==> src/rtl/truth_table_sweeper.sv <==
// ============================================================================
//  Module   : truth_table_sweeper
//  Purpose  : Drives all eight rows of a 3-input netlist, captures its output
//             and compares the resulting truth table against EXPECTED.
//  Revision : 1.0
// ============================================================================
`default_nettype none

module truth_table_sweeper #(
  parameter logic [7:0]  EXPECTED = 8'h49,
  parameter int unsigned SETTLE   = 4
) (
  input  logic       clk,
  input  logic       rst_n,
  input  logic       start,
  input  logic       dut_out,
  output logic       in1,
  output logic       in2,
  output logic       in3,
  output logic       busy,
  output logic       done,
  output logic       pass,
  output logic [7:0] captured,
  output logic [7:0] mismatch
);

  // SETTLE of 0 is treated as 1, so the reload value bottoms out at 0.
  localparam logic [7:0] c_RELOAD = (SETTLE <= 1) ? 8'd0 : 8'(SETTLE - 1);

  typedef enum logic [1:0] {
    S_IDLE  = 2'd0,
    S_APPLY = 2'd1,
    S_DONE  = 2'd2
  } state_t;

  state_t     r_state;
  state_t     w_state_nxt;
  logic [2:0] r_row;
  logic [7:0] r_cnt;
  logic [7:0] r_captured;
  logic [7:0] r_mismatch;
  logic       r_pass;
  logic       r_done;
  logic       w_sample;
  logic       w_last;

  assign w_sample = (r_state == S_APPLY) && (r_cnt == 8'd0);
  assign w_last   = w_sample && (r_row == 3'd7);

  always_comb begin
    w_state_nxt = r_state;
    case (r_state)
      S_IDLE:  if (start) w_state_nxt = S_APPLY;
      S_APPLY: if (w_last) w_state_nxt = S_DONE;
      S_DONE:  w_state_nxt = S_IDLE;
      default: w_state_nxt = S_IDLE;
    endcase
  end

  always_ff @(posedge clk or negedge rst_n) begin
    if (!rst_n) begin
      r_state    <= S_IDLE;
      r_row      <= 3'd0;
      r_cnt      <= 8'd0;
      r_captured <= 8'd0;
      r_mismatch <= 8'd0;
      r_pass     <= 1'b0;
      r_done     <= 1'b0;
    end else begin
      r_state <= w_state_nxt;
      r_done  <= 1'b0;
      case (r_state)
        S_IDLE: begin
          if (start) begin
            r_row      <= 3'd0;
            r_cnt      <= c_RELOAD;
            r_captured <= 8'd0;
            r_mismatch <= 8'd0;
            r_pass     <= 1'b0;
          end
        end
        S_APPLY: begin
          if (r_cnt != 8'd0) begin
            r_cnt <= r_cnt - 8'd1;
          end else begin
            // Row 0 lands in the MSB of the captured table.
            r_captured[3'd7 - r_row] <= dut_out;
            if (r_row == 3'd7) begin
              r_row <= 3'd0;
            end else begin
              r_row <= r_row + 3'd1;
              r_cnt <= c_RELOAD;
            end
          end
        end
        S_DONE: begin
          r_mismatch <= r_captured ^ EXPECTED;
          r_pass     <= (r_captured == EXPECTED);
          r_done     <= 1'b1;
        end
        default: ;
      endcase
    end
  end

  assign {in1, in2, in3} = r_row;
  assign busy            = (r_state == S_APPLY);
  assign done            = r_done;
  assign pass            = r_pass;
  assign captured        = r_captured;
  assign mismatch        = r_mismatch;

endmodule

`default_nettype wire

==> config.mk <==
export PLATFORM = sky130hd
export DESIGN_NAME = truth_table_sweeper
export DESIGN_NICKNAME = d
export VERILOG_FILES = /design/src/rtl/truth_table_sweeper.sv
export SDC_FILE = /design/constraint.sdc
export NUM_CORES = 1
export LEC_CHECK = 0
export CORE_MARGIN = 2
export CORE_UTILIZATION = 65
export CTS_BUF_LIST = sky130_fd_sc_hd__clkbuf_16
export CTS_CLUSTER_SIZE = 24
export DETAILED_ROUTE_END_ITERATION = 6
export DONT_BUFFER_PORTS = 1
export MAX_ROUTING_LAYER = met4
export PLACE_DENSITY = 0.79
export SLEW_MARGIN = 30
export SYNTH_ARGS = -nofsm -noshare
export SYNTH_HDL_FRONTEND = slang
export SYNTH_SLANG_ARGS = --single-unit
==> constraint.sdc <==
create_clock -name clk -period 4.05 [get_ports clk]
set_input_delay 0.81 -clock clk [delete_from_list [all_inputs] [get_ports clk]]
set_output_delay 0.81 -clock clk [all_outputs]
set_load 0.05 [all_outputs]
# Word level (Yosys, flattened, before mapping)
# Index checks and enable logic that the tools add are counted.
word_totals:
  reg_bits: 31
  latch_bits: 0
  mem_bits_rw: 0
  rom_bits: 0
  in_bits: 4
  out_inout_bits: 22
  word_cells: 54
  n_memories: 0
op_classes:
  n_addsub: 3
  multipliers: 0
  div: 0
  magnitude_cmp: 2
  n_eq_ne: 8
  shift: 0
  n_mux: 21
  bitwise_logic: 1
  n_reduce_logical: 12
ops:
  columns: ["operator", "n"]
  rows:
  - ["8-bit one-hot mux with 2 select lines", 3]
  - ["8-bit 2-to-1 mux", 5]
  - ["3-bit 2-to-1 mux", 3]
  - ["8-bit bitwise mux", 1]
  - ["8-bit by 7-bit equality test with 1-bit output (second input constant)", 1]
  - ["8-bit zero test", 1]
  - ["8-bit nonzero test", 1]
  - ["8-bit by 1-bit subtractor with 8-bit output (second input constant)", 1]
  - ["3-bit one-hot mux with 2 select lines", 1]
  - ["3-bit AND reduction", 2]
  - ["3-bit by 4-bit less-than comparator with 1-bit output (second input constant)", 1]
  - ["2-bit 2-to-1 mux", 2]
  - ["2-bit inequality test (second input constant)", 2]
  - ["2-bit one-hot mux with 2 select lines", 1]
  - ["2-bit AND reduction", 2]
  - ["2-bit nonzero test", 2]
  - ["3-bit by 1-bit adder with 3-bit output (second input constant)", 1]
  - ["1-bit demux with 3-bit select", 1]
  - ["3-bit equality test (second input constant)", 1]
  - ["3-bit by 1-bit >= comparator with 1-bit output (second input constant)", 1]
  - ["1-bit logical AND", 3]
  - ["1-bit 2-to-1 mux", 3]
  - ["3-bit inequality test (second input constant)", 1]
  - ["3-bit inverter", 1]
  - ["6 further kinds", 6]

# Longest topological paths before layout
# Gate-level depths: netlist of run 1.
depth:
  depth_word: 8
  depth_mapped: 7
  depth_no_buf: 6

# Worst setup path after synthesis of run 1
# OpenSTA, ideal clock, no wires.
synth_path:
  path_kind: "reg2out"
  start: "register r_state[1]"
  end: "output busy"
  t_arrival_ps: 1078
  required_time_ps: 3240
  slack_ps: 2162
  stages_incl_launch_ff: 4
  n_path_buf: 1
  cell_sequence: "dfrtp_1 > nand2b_1 > buf_2 > inv_1"
synth_between:
  elab_chain_len: 1
synth_lines:
  columns: ["item", "line", "rtl"]
  rows:
  - ["start: declaration", "36", "state_t r_state;"]
  - ["start signal: assignment", "70", "r_state <= w_state_nxt;"]
  - ["2-bit by 1-bit equality test with 1-bit output", "107", "assign busy = (r_state == S_APPLY);"]
  - ["end: declaration", "20", "output logic busy,"]
# Every way passes these cells.

# Final worst setup path of run 1
# Same ends and word-level chain as after synthesis.

==> results of run 1 <==
worst paths after layout:
kind / start / to / slack [ps] / cells past startpoint
max: r_state[1] / busy / 1730 / 2
min: rst_n / r_cnt[0] / 230 / 0
max reg2reg: r_row[1] / r_cnt[3] / 1790 / 5
min reg2reg: r_cnt[0] / r_cnt[0] / 560 / 1
max in group asynchronous: rst_n / r_cnt[2] / 3740 / 0
min in group clk: r_cnt[0] / r_cnt[0] / 560 / 1
synth_stat cells (3+ instances only):
| cell type | n |
|---|---|
| nand2_1 | 13 |
| ha_1 | 4 |
| a22o_1 | 9 |
| mux2i_1 | 5 |
| a211oi_1 | 3 |
| inv_1 | 7 |
| o21ai_0 | 5 |
| o41ai_1 | 3 |
| nand3_1 | 7 |
| mux2_1 | 3 |
| nand2b_1 | 3 |
| a31oi_1 | 3 |
| nor2_1 | 8 |
| dfrtp_1 | 31 |
| nor3_1 | 4 |
area by class of cell:
class / instances / area [sq um] / area share
sequential: 31 / 776 / 0.470
multi-input combinational: 97 / 676 / 0.409
clock buffer: 5 / 125 / 0.0758
tap: 28 / 35.0 / 0.0212
inverter: 7 / 26.3 / 0.0159
clock inverter: 3 / 12.5 / 0.00758
where the power goes:
group	total [mW]	internal, mW	switching, mW
Combinational	0.217	0.100	0.117
Clock	0.342	0.221	0.121
Sequential	0.542	0.371	0.171
per-layer routing:
layer / track usage / routed length (um) / share of wire
met1: 0.372 / 1430 / 0.46
met2: 0.373 / 1460 / 0.47
met3: 0.103 / 174 / 0.056
met4: 0.132 / 56 / 0.018
met5: - / 0 / 0
flip-flops by register name, summed over array words and instances (netlist names):
register and flops:
captured 8, mismatch 8, r_cnt 8, r_row 3, r_state 2, done 1
pass 1
per-stage QoR:
stage | std cells | worst slack [ps] | hold slack, ps
2_1_floorplan | 140 | 2160 | 483
3_3_place_gp | 163 | 1860 | 498
3_5_place_dp | 163 | 1840 | 515
4_1_cts | 171 | 1730 | 221
5_1_grt | 171 | 1670 | 217
6_report | 171 | 1730 | 225
kinds of logic after synthesis:
| kind of cell | after synthesis | synth area share |
|---|---|---|
| muxes | 8 | 0.0556 |
| DFF | 31 | 0.515 |
| adders and majority gates | 4 | 0.0332 |
| and+or+nand+nor | 48 | 0.175 |
| buffers and inverters | 12 | 0.0365 |
| AOI/OAI and AO/OA | 37 | 0.184 |
==> results.toml, run 1 <==
[logic_synthesis]
netlist_area_sq_mm = 0.00151
synthesis.nets = 148
synth_seq_area_share = 0.515
synth_cells = 140
synth.ff_latch_count = 31
syn_area_per_cell_sq_um = 10.8
yosys_warnings = 0
yosysTopAreaCell = "dfrtp_1"
synthArstFlopShare = 1.00
synth_cell_type_count = 39
synth_area_leaders = "dfrtp_1, a22o_1, ha_1"
synth_ff_type = "dfrtp_1"
synth_top_area_share = 0.515
synth_edf_count = 0

[job]
cap_violations = 0

[detailed_routing]
postRouteAntennaNets = 0
postRouteWirelength_mm = 3.12
drt_iter0_markers = 36
drcViolationCount = 0
drtPass1Iterations = 4
wl_per_cell_um = 18.3
via_count = 1127
viasPerCell = 6.59

[sta]
tns_ps = 0
tightest_slew_ps = 773
final_hold_viol_count = 0
period_minus_slack_ps = 2320
rsz0062_at_grt = "no"
slew_viol_final = 0
fmax_ghz = 0.430
finalSetupViolations = 0
max_slew_margin = 0.480
finalCritPeriodShare = 0.574
fin_skew_ps = 6.27

[clocking]
cts_tree = "yes"
cts-root-buf = "clkbuf_16"
htreeDepth = 2
cts_resized = 0
cts_num_sinks = 31
cts_made_buffers = 5
postCtsHoldBufs = 0
cts_buffer_depth = 2
post_cts_buffers = 0
clk_latency_ps = 280
clk_pin_slew_worst_paths_ps = 50

[floorplanning]
core_sq_mm = 0.00221
ios = 26
die_area_sq_mm = 0.00272
start_util = 0.681
fp.dieH_um = 52.1
placementRows = 17
fp.dieW_um = 52.1

[final_layout]
drive_above_1_share = 0.0699
num-fill-cells = 140
layout_common_cells = "dfrtp_1, nand2_1, inv_1, a22o_1, nor2_1"
synthToLayoutAreaGrowth_pct = 9.55
nNetsFinal = 150
fin_area_sq_mm = 0.00165
final_common_cell = "dfrtp_1"
fin_util = 0.746
antenna_cells = 0

[global_route]
grt_start_max_net_pins = 32
grt_usage = 0.278
grt_antenna_before_repair = 0
gr-total-overflow = 0
grt_pass1_vias = 1053
grt_pass1_wl_mm = 5.11

[place]
dpl.hpwl_mm = 2.23
place.gp.congestion = 0.854
place_area_sq_mm = 0.00151
io_buffers = 0

[outcome]
status = "complete, no violations"

[critical_path]
path_max_fanout = 8
worst-setup-path-type = "flop to output port"
cpLargestDelayFamily = "buffers and inverters"
arrival_ps = 1510
critPathSlowestCell = "inv_1"
crit_chain = "nand2b_1, inv_1"
critical-path-max-stage-delay_ps = 470
cp-end-kind = "output port"
start_kind = "flop"
path_buf_inv = 1
required_ps = 3240

[power_and_ir_drop]
peakVddDrop_mv = 0.562
cellPowerDensity_mw_per_mm2 = 667
leakage_nw = 0.747
p_total_mw = 1.10

[hold_path]
hp-class = "primary input to asynchronous set/reset pin"
Note: power is estimated with default switching activity, not from simulation.
==> run 2: changes to the inputs <==
Settings changed: CORE_UTILIZATION 65 to 61, PLACE_DENSITY 0.79 to 0.75.
Clock period 4.05 ns to 2.4 ns, I/O delays scaled along.
==> results.toml, run 2 (synthesized netlist as in run 1, its figures left out) <==
[power_and_ir_drop]
leakage_nw = 0.787
power.share.clock = 0.344
p_switching_mw = 0.710
swShare = 0.352
peakVddDrop_mv = 0.926
cellPowerDensity_mw_per_mm2 = 1160
seq_power_share = 0.418
p_total_mw = 2.02
power_frac_comb = 0.239
p_int_mw = 1.31

[sta]
tightest_slew_ps = 931
tns_ps = 0
fin_skew_ps = 4.67
finalSetupViolations = 0
max_slew_margin = 0.373
final_hold_viol_count = 0
finalCritPeriodShare = 0.863
fmax_ghz = 0.483
hold_slack_ps = 28.4
period_minus_slack_ps = 2070
rsz0062_at_grt = "no"
slew_viol_final = 0

[clocking]
htreeDepth = 2
cts_tree = "yes"
clk_pin_slew_worst_paths_ps = 50
cts_num_sinks = 31
post_cts_buffers = 0
cts-root-buf = "clkbuf_16"
cts_resized = 0
cts_buffer_depth = 2
cts_made_buffers = 5
clk_latency_ps = 270

[hold_path]
hp-class = "primary input to asynchronous set/reset pin"

[floorplanning]
core_sq_mm = 0.00241
fp.dieW_um = 53.7
fp.dieH_um = 53.7
start_util = 0.625
die_area_sq_mm = 0.00288
placementRows = 18
ios = 26

[critical_path]
start_kind = "flop"
startpoint = "r_cnt[0]"
cp-end-kind = "flop"
ff2ff_path_depth = 6
worst-setup-path-type = "flop to flop"
arrival_ps = 2230
required_ps = 2560
path_max_fanout = 7
r2r_start = "r_cnt[0]"

[place]
place.gp.congestion = 0.866
place_area_sq_mm = 0.00155
io_buffers = 0
dpl.hpwl_mm = 2.31

[final_layout]
fin_area_sq_mm = 0.00174
antenna_cells = 0
drive_above_1_share = 0.114
fin_util = 0.721
layout_common_cells = "dfrtp_1, nand2_1, a22o_1, nor2_1"
synthToLayoutAreaGrowth_pct = 15.3
final_common_cell = "dfrtp_1"
nNetsFinal = 156
num-fill-cells = 158

[detailed_routing]
drtPass1Iterations = 4
viasPerCell = 6.48
via_count = 1160
postRouteWirelength_mm = 3.34
drt_iter0_markers = 24
drcViolationCount = 0
postRouteAntennaNets = 0
wl_per_cell_um = 18.6

[global_route]
grt_antenna_before_repair = 0
grt_start_max_net_pins = 32
grt_pass1_wl_mm = 5.40
grt_pass1_vias = 1149
gr-total-overflow = 0
grt_usage = 0.283

[outcome]
status = "complete, no violations"

[job]
cap_violations = 0
[run 2: cell count changes in the layout (fill, tap and decap cells not counted), sizes merged]
cell | before | now
bufinv | 0 | 1
inv | 9 | 7
buf | 0 | 6
clkinv | 1 | 2
[run 2: layout make-up]
cell class              instances  area (sq um)  share of cell area
well taps                      30          37.5              0.0216
repair buffers                  6          57.6              0.0331
multi-input cells              97           676               0.389
clock inverters                 3          38.8              0.0223
inverters                       7          26.3              0.0151
clock buffers                   5           125              0.0720
flip-flops and latches         31           776               0.447
[run 2: path summary, 6_finish.rpt]
path / end / slack (ps)
min in group clk: captured[7] / 500
worst min-delay path: mismatch[0] / 30
max in group asynchronous: r_cnt[1] / 2210
worst max register to register: r_row[0] / 330
worst min register to register: r_cnt[0] / 540
worst max-delay path: r_row[0] / 330
[run 2: per-stage QoR]
stage                     setup WS (ps)  cells
final                               328    179
after floorplan                     538    140
after detailed placement            341    170
after global placement              442    170
after CTS                           317    179
after global routing                201    179
[run 2: power groups by stage]
stage          clock (mW)  combinational, mW  sequential, mW
2_1_floorplan           0              0.308           0.872
3_3_place_gp            0              0.443           0.835
3_5_place_dp            0              0.457           0.845
4_1_cts             0.699              0.479           0.842
5_1_grt             0.734              0.541           0.859
6_report            0.693              0.481           0.842
[run 2: critical path, stage by stage (launching register included)]
cell and delay [ps]:
dfrtp_1 420, inv_1 110, ha_1 140, nor3b_2 360, and2_1 350, mux2_1 360
a22o_1 230
[run 2: layer usage]
| layer | global-route usage | vias to the layer above | routed length, um |
|---|---|---|---|
| met2 | 0.445 | 49 | 1760 |
| met4 | 0.158 | 0 | 45 |
| met3 | 0.106 | 6 | 222 |
| met5 | - | - | 0 |
| li1 | - | 543 | - |
| met1 | 0.307 | 562 | 1310 |
[run 2: repair_timing]
item | CTS | global route
hold buffers | 1 | 0
hold endpoints to repair | 31 | 0
setup endpoints to repair | 0 | 0
==> run 3: changes to the inputs <==
Settings changed: CAP_MARGIN set to 15.
==> results of run 3 <==
No change in the layout: final DEF, timing and power equal those of run 2.
